## config.mk

```make
export PLATFORM = sky130hd
export DESIGN_NAME = sbox_slot_scheduler
export DESIGN_NICKNAME = d
export VERILOG_FILES = /design/src/rtl/sbox_slot_scheduler.sv
export SDC_FILE = /design/constraint.sdc
export NUM_CORES = 1
export LEC_CHECK = 0
export BUFFER_PORTS_ARGS = -buffer_cell sky130_fd_sc_hd__buf_2
export CAP_MARGIN = 30
export CORE_ASPECT_RATIO = 0.5
export CORE_MARGIN = 2
export CORE_UTILIZATION = 35
export DETAILED_ROUTE_END_ITERATION = 8
export HOLD_SLACK_MARGIN = 0.08
export SLEW_MARGIN = 20
export SYNTH_ARGS = -nofsm -noshare
export SYNTH_HDL_FRONTEND = slang
export SYNTH_SLANG_ARGS = --single-unit
```

## constraint.sdc

```tcl
create_clock -name clk -period 3.22 [get_ports clk]
set_clock_uncertainty 0.2 [all_clocks]
set_input_delay 0.322 -clock clk [delete_from_list [all_inputs] [get_ports clk]]
set_output_delay 0.322 -clock clk [all_outputs]
set_load 0.05 [all_outputs]
```

## src/rtl/sbox_slot_scheduler.sv

```systemverilog
// sbox_slot_scheduler
//   Time-shares one external 4-lane (32-bit) combinational S-box between the
//   round datapath (128-bit SubBytes, issued as 4 words MSW-first) and the key
//   expansion (32-bit SubWord). One slot per clock. Each requester has a
//   one-job buffer. Results are returned registered as a one-cycle pulse.
//
//   Optional feature (macro SBOX_SCHED_ROTWORD_EN): the key word is rotated
//   left by 8 bits (AES RotWord) before it is issued, so
//   key_word_out = SubWord(RotWord(key_word_in)). The state path is unchanged.
//
//   Parameters
//     KEY_PRIORITY  1: key job wins every contended slot
//                   0: round-robin on contention; the requester that did not
//                      get the previous slot wins
//   Ports
//     clk, rst_n                        clock (rising edge), async active-low reset
//     state_req_valid/ready, state_in   128-bit SubBytes job handshake
//     state_resp_valid, state_out       one-cycle result pulse + substituted state
//     key_req_valid/ready, key_word_in  SubWord job handshake
//     key_resp_valid, key_word_out      one-cycle result pulse + substituted word
//     sbox_request / sbox_response      shared S-box input / output (same cycle)
//     busy                              any job buffered, in flight or responding
module sbox_slot_scheduler #(
  parameter bit KEY_PRIORITY = 1'b1
) (
  input  logic         clk,
  input  logic         rst_n,
  input  logic         state_req_valid,
  output logic         state_req_ready,
  input  logic [127:0] state_in,
  output logic         state_resp_valid,
  output logic [127:0] state_out,
  input  logic         key_req_valid,
  output logic         key_req_ready,
  input  logic [31:0]  key_word_in,
  output logic         key_resp_valid,
  output logic [31:0]  key_word_out,
  output logic [31:0]  sbox_request,
  input  logic [31:0]  sbox_response,
  output logic         busy
);

  localparam int NUM_WORDS = 4;

  typedef enum logic [2:0] {S_IDLE, S_W0, S_W1, S_W2, S_W3, S_DONE} st_e;

  // Packed so that element [3] is state_in[127:96], i.e. word 0 (MSW).
  st_e                        st_q,        st_d;
  logic [NUM_WORDS-1:0][31:0] st_buf_q,    st_buf_d;
  logic [NUM_WORDS-2:0][31:0] st_res_q,    st_res_d;   // words 0..2; word 3 goes straight out
  logic [127:0]               state_out_q, state_out_d;
  logic                       key_pend_q,  key_pend_d;
  logic [31:0]                key_buf_q,   key_buf_d;
  logic [31:0]                key_out_q,   key_out_d;
  logic                       key_vld_q,   key_vld_d;
  logic                       last_key_q,  last_key_d;  // previous slot went to key

  logic        st_pend;
  logic        gnt_key;
  logic        gnt_st;
  logic        st_acc;
  logic        key_acc;
  logic [31:0] st_word;
  logic [31:0] key_issue;

`ifdef SBOX_SCHED_ROTWORD_EN
  // RotWord applied on entry so the buffered word is exactly what gets issued.
  assign key_issue = {key_word_in[23:0], key_word_in[31:24]};
`else
  assign key_issue = key_word_in;
`endif

  // Handshake: state buffer frees up in the response cycle so a new job can
  // be taken back-to-back; key buffer frees up once its slot has been used.
  assign state_req_ready  = (st_q == S_IDLE) || (st_q == S_DONE);
  assign key_req_ready    = !key_pend_q;
  assign st_acc           = state_req_valid && state_req_ready;
  assign key_acc          = key_req_valid && key_req_ready;

  assign state_resp_valid = (st_q == S_DONE);
  assign state_out        = state_out_q;
  assign key_resp_valid   = key_vld_q;
  assign key_word_out     = key_out_q;
  assign busy             = (st_q != S_IDLE) || key_pend_q || key_vld_q;

  // Slot grant from registered state only; no *_valid input reaches sbox_request.
  always_comb begin
    st_pend = (st_q == S_W0) || (st_q == S_W1) || (st_q == S_W2) || (st_q == S_W3);
    if (st_pend && key_pend_q) gnt_key = KEY_PRIORITY ? 1'b1 : !last_key_q;
    else                       gnt_key = key_pend_q;
    gnt_st = st_pend && !gnt_key;
  end

  always_comb begin
    case (st_q)
      S_W0:    st_word = st_buf_q[3];
      S_W1:    st_word = st_buf_q[2];
      S_W2:    st_word = st_buf_q[1];
      S_W3:    st_word = st_buf_q[0];
      default: st_word = '0;
    endcase
  end

  always_comb begin
    if (gnt_key)     sbox_request = key_buf_q;
    else if (gnt_st) sbox_request = st_word;
    else             sbox_request = '0;
  end

  // Next-state logic
  always_comb begin
    st_d        = st_q;
    st_buf_d    = st_buf_q;
    st_res_d    = st_res_q;
    state_out_d = state_out_q;
    key_pend_d  = key_pend_q;
    key_buf_d   = key_buf_q;
    key_out_d   = key_out_q;
    key_vld_d   = gnt_key;
    last_key_d  = last_key_q;

    if (gnt_key || gnt_st) last_key_d = gnt_key;

    // Word states advance only on edges where the state job held the slot.
    case (st_q)
      S_IDLE: if (st_acc) st_d = S_W0;
      S_W0: if (gnt_st) begin st_res_d[2] = sbox_response; st_d = S_W1; end
      S_W1: if (gnt_st) begin st_res_d[1] = sbox_response; st_d = S_W2; end
      S_W2: if (gnt_st) begin st_res_d[0] = sbox_response; st_d = S_W3; end
      S_W3: if (gnt_st) begin
        state_out_d = {st_res_q[2], st_res_q[1], st_res_q[0], sbox_response};
        st_d        = S_DONE;
      end
      S_DONE:  st_d = st_acc ? S_W0 : S_IDLE;
      default: st_d = S_IDLE;
    endcase
    if (st_acc) st_buf_d = state_in;

    // Key job: pending flag cleared on its slot, result captured the same edge.
    if (gnt_key) begin
      key_pend_d = 1'b0;
      key_out_d  = sbox_response;
    end
    if (key_acc) begin
      key_pend_d = 1'b1;
      key_buf_d  = key_issue;
    end
  end

  always_ff @(posedge clk or negedge rst_n) begin
    if (!rst_n) begin
      st_q        <= S_IDLE;
      st_buf_q    <= '0;
      st_res_q    <= '0;
      state_out_q <= '0;
      key_pend_q  <= 1'b0;
      key_buf_q   <= '0;
      key_out_q   <= '0;
      key_vld_q   <= 1'b0;
      last_key_q  <= 1'b0;
    end else begin
      st_q        <= st_d;
      st_buf_q    <= st_buf_d;
      st_res_q    <= st_res_d;
      state_out_q <= state_out_d;
      key_pend_q  <= key_pend_d;
      key_buf_q   <= key_buf_d;
      key_out_q   <= key_out_d;
      key_vld_q   <= key_vld_d;
      last_key_q  <= last_key_d;
    end
  end

endmodule

```

# Yosys cells after proc, flatten, opt, wreduce, memory -nomap -nowiden
# Index checks and enable logic that the tools add are counted.
# W data, S select, Z words.
# totals
n_memories,0
ff_bits,421
ram_bits,0
in_bits,196
wordCells,56
output_inout_bits,197
romBits,0
latchBits,0
# op_classes
muxes,13
n_reduce_logical,20
shifts,0
mul,0
eq_ne,10
n_addsub,0
n_lt_le_gt_ge,0
n_div,0
n_bitwise,0
# op_table
cell,count
$pmux W32 S4,1
$mux W32,2
$pmux W3 S6,1
$mux W3,5
$ne A2 B2 Y1 const B,5
$reduce_and A2 Y1,4
$eq A3 B2 Y1 const B,2
$eq A3 B3 Y1 const B,2
$logic_or A1 B1 Y1,6
$reduce_and A5 Y1,1
$logic_and A1 B1 Y1,4
$mux W1,4
$eq A3 B1 Y1 const B,1
$logic_not A3 Y1,1
$reduce_bool A3 Y1,1
$logic_not A1 Y1,2
$reduce_bool A2 Y1,1

# Logic depth before layout (Yosys ltp)
# logic_depth
ltp_word,10
mapped_depth,7
mapped_depth_nobuf,4

# Least setup slack after synthesis
# No wires, ideal clock.
# synth_timing
path_type,reg2reg
startpoint,reg st_q[2]
endpoint,reg st_buf_q[100] (netlist bit)
required_ps,2895
slack_ps,740
setup_time_ps,125
path_buffers,2
path_stages_with_launch,7
arrival_time_ps,2155
cell_sequence,dfrtp_1 > and2b_1 > nor3b_2 > and2_1 > buf_4 > buf_4 > mux2_2
# synth_between
elab_chain_cells,3
elab_cells_between_ends,4
cone_classes,eq/ne: 1; reduce/logical: 3
# synth_rtl
item,line_no,source
start: declaration,48,"st_e st_q, st_d;"
start signal: assignment,162,st_q <= st_d;
$eq A3 B3 Y1 / $logic_not A3 Y1 (equally long branches),75,assign state_req_ready = (st_q == S_IDLE) || (st_q == S_DONE);
$logic_or A1 B1 Y1 (*),75,
via state_req_ready,29,"output logic state_req_ready,"
$logic_and A1 B1 Y1 (*),77,assign st_acc = state_req_valid && state_req_ready;
end signal: assignment,163,st_buf_q <= st_buf_d;
end: declaration,49,"logic [NUM_WORDS-1:0][31:0] st_buf_q, st_buf_d;"
# The timed path passes the listed nets; every way through them passes the cells marked *.
# A chain may end at the register's enable or synchronous reset.

# Worst setup path after layout
# layout_timing
startpoint,reg st_q[1]
endpoint,out sbox_request[30]
# layout_between
elab_chain_cells,10
elab_cells_between_ends,14
cone_classes,eq/ne: 4; mux: 4; reduce/logical: 6
# layout_rtl
item,line_no,source
$eq A3 B1 Y1 / $eq A3 B2 Y1 (equally long branches),"88, 95",
$logic_or A1 B1 Y1 (3 in series),88,st_pend = (st_q == S_W0) || (st_q == S_W1) || (st_q == S_W2) || (st_q == S_W3);
$logic_and A1 B1 Y1,89,if (st_pend && key_pend_q) gnt_key = KEY_PRIORITY ? 1'b1 : !last_key_q;
$mux W1,89,
$logic_not A1 Y1,91,gnt_st = st_pend && !gnt_key;
$logic_and A1 B1 Y1,91,
$mux W32,106,else if (gnt_st) sbox_request = st_word;
$mux W32 (*),105,if (gnt_key) sbox_request = key_buf_q;
end: declaration,38,"output logic [31:0] sbox_request,"
# Mark *: on every way between the ends. The rest lies on a longest branch, timed or not.

==> impl_metrics.yaml <==
grt:
  grt_max_degree: 72
  first_global_vias: 12200
  grt-ovfl-total: 0
  antenna_found_initial: 5
  grt_first_pass_wirelength_mm: 71.9
  grt_usage_pct: 18.2
finish:
  area_growth_pct: 36.4
  drive_above_1_share_pct: 52.6
  fillers: 4156
  stdcell_count: 2359
  layout_commonest_cell: "dfrtp_1"
  utilization_pct: 48.7
  fin_nets: 1885
  register_area_sq_mm: 0.0105
  layout_common_cells: "dfrtp_1, mux2_2, buf_2"
  multi_input_area_sq_mm: 0.00584
clock_tree:
  clock-root-buffer: "clkbuf_16"
  cts.sinks: 421
  clk_path_buf_depth: 3
  htree_levels: 2
  clkLatencyLatePin_ns: 0.54
  postCtsSetupBuffers: 0
  cts_tree: "yes"
  cts.clk_slew.worst_paths_ns: 0.07
  cts_made_buffers: 41
floorplanning:
  die_area_sq_mm: 0.0500
  ios: 393
  start_util_pct: 35.7
  die_y_um: 159
  rows: 56
  die_w_um: 314
  core_sq_mm: 0.0472
placement:
  dp_hpwl_mm: 30.3
  globalplace.congestion: 0.811
  io_buffers: 392
  dp_cells: 2090
setup_path:
  path_class: "reg2out"
  crit_buf_inv: 2
  path_depth: 6
  reg2regPathDepth: 5
  cp_slowest_stage_delay_ns: 0.58
  arrival_ns: 2.52
  cp_slowest_cell: "dfrtp_1"
  crit_chain: "nor2b_2 -> buf_4 -> a22oi_1 -> o221ai_1 -> a22o_1 -> buf_2"
  critPathMaxFanout: 17
  cp_top_family: "compound AO/OA/AOI/OAI gates"
  required_ns: 2.70
  endpoint_kind: "output port"
  worstSetupStartpointType: "flop"
outcome:
  outcome: "complete, no violations"
detailed_routing:
  avgViaCountPerCell: 4.81
  routedWlPerCell_um: 19.5
  routed_wl_mm: 45.9
  route.detailed.drc: 0
  drt-pass1-iter-count: 4
  drtAntennaViolNets: 0
  drt_iter0_markers: 555
  vias: 11300
sta:
  hold_viol: 0
  setup_viol: 0
  rsz0062_at_grt: "no"
  finalMaxSlewViolations: 0
  finalCriticalPeriod_ns: 3.04
  tightest_slew_ns: 0.610
  finalSetupTns_ns: 0
  fmax_ghz: 0.329
  relSlewSlack_pct: 59.3
  post-route-period-util_pct: 94.4
synthesis:
  post_synth_inst_count: 1102
  synth_fa_ha_area_share_pct: 0
  synth_compound_area_share_pct: 4.99
  yosys_warnings: 0
  avgSynthCellArea_sq_um: 15.3
  synth-simple-area-share_pct: 1.52
  synth.distinct_cells: 29
  synth_seq_cells: 421
  yosysSeqAreaShare_pct: 62.5
  yosys.area_share.xor_xnor_pct: 0.0520
  synth_area_sq_mm: 0.0168
  muxShareOfSynthArea_pct: 27.9
  synth_top_family_by_area: "multiplexers"
  syn_nets: 1298
power_and_ir_drop:
  irDropWorstVdd_v: 0.000377
  pwr_density_cell_mw_per_mm2: 1080
  p_leak_nw: 10.5
run:
  cap_violations: 0
hold_path:
  hp-class: "in2async"
[routing by layer]
metal / GRT usage, % / share of wire, % / routed length [um] / up-vias
met5: 0 / 0 / 0 / -
li1: - / - / - / 5154
met2: 33.0 / 53 / 24400 / 206
met4: 7.76 / 4.3 / 1950 / 0
met3: 2.79 / 2.6 / 1170 / 126
met1: 21.5 / 40 / 18400 / 5860
[power breakdown]
group / leakage, nW / internal [mW] / switching (mW)
registers: 5.04 / 7.67 / 1.20
clock network: 0.662 / 2.82 / 2.07
logic: 4.78 / 4.11 / 6.84
[what timing repair did]
item / CTS / global route
resized for setup: 0 / 2
hold endpoints to repair: 742 / 0
setup endpoints to repair: 0 / 13
hold buffers: 194 / 0
[final timing paths]
path | startpoint | endpoint | slack [ns]
max in group asynchronous | rst_n | key_word_out[2] | 1.91
min in group clk | key_req_valid | key_pend_q | 0.19
min | rst_n | key_buf_q[8] | 0.13
max | st_q[1] | sbox_request[30] | 0.18
min reg2reg | st_res_q[90] | st_res_q[90] | 0.29
max reg2reg | st_q[2] | st_buf_q[110] | 0.84
[stage by stage]
step                      power, mW  setup slack (ns)  area, sq um  hold slack, ns
final                          24.7             0.180        23000           0.128
after global routing           26.0            0.0753        23000           0.144
after floorplan                16.8             0.740        16800          -0.174
after global placement         19.6             0.690        19700           0.103
after CTS                      25.0            0.0996        23000           0.101
after detailed placement       19.8             0.686        19700          0.0960
[Yosys cell counts]
master	instances	area, sq um
dfrtp_1	421	10500
mux2_2	403	4540
buf_2	36	180
a22oi_1	33	248
inv_1	33	124
a22o_1	32	280
nand2_1	32	120
o221ai_1	32	280
clkbuf_1	24	90.1
mux2_1	14	158
buf_4	12	90.1
nor2_1	5	18.8
nor2b_1	4	25.0
nand2b_1	3	18.8
and2_1	2	12.5
and3b_1	2	17.5
buf_6	2	22.5
a21oi_1	1	5.00
a21oi_2	1	8.76
and2b_1	1	7.51
buf_1	1	3.75
nand3b_1	1	7.51
nor3_1	1	5.00
nor3_2	1	10.0
nor3b_2	1	12.5
o21ai_0	1	5.00
o21bai_1	1	7.51
o22ai_1	1	6.26
xnor2_1	1	8.76
[sequential cells by signal, indices dropped and copies added, names as in the netlist]
signal,cells
key_buf_q,32
key_pend_q,1
key_resp_valid,1
key_word_out,32
st_buf_q,128
st_q,3
st_res_q,96
state_out,128
[area by class of cell]
cell class / count / area share, %
Inverter: 33 / 0.539
Clock inverter: 11 / 0.648
Multi-Input combinational cell: 573 / 25.4
Antenna cell: 5 / 0.0545
Clock buffer: 59 / 5.19
Timing Repair Buffer: 619 / 18.8
Sequential cell: 421 / 45.9
Tap cell: 638 / 3.47
[logic make-up after synthesis]
kind of cell	after synthesis
AO/OA/AOI/OAI	102
XOR/XNOR	1
AND/OR/NAND/NOR	53
multiplexers	417
flip-flops	421
buffers and inverters	108
(Power assumes the default switching activity.)
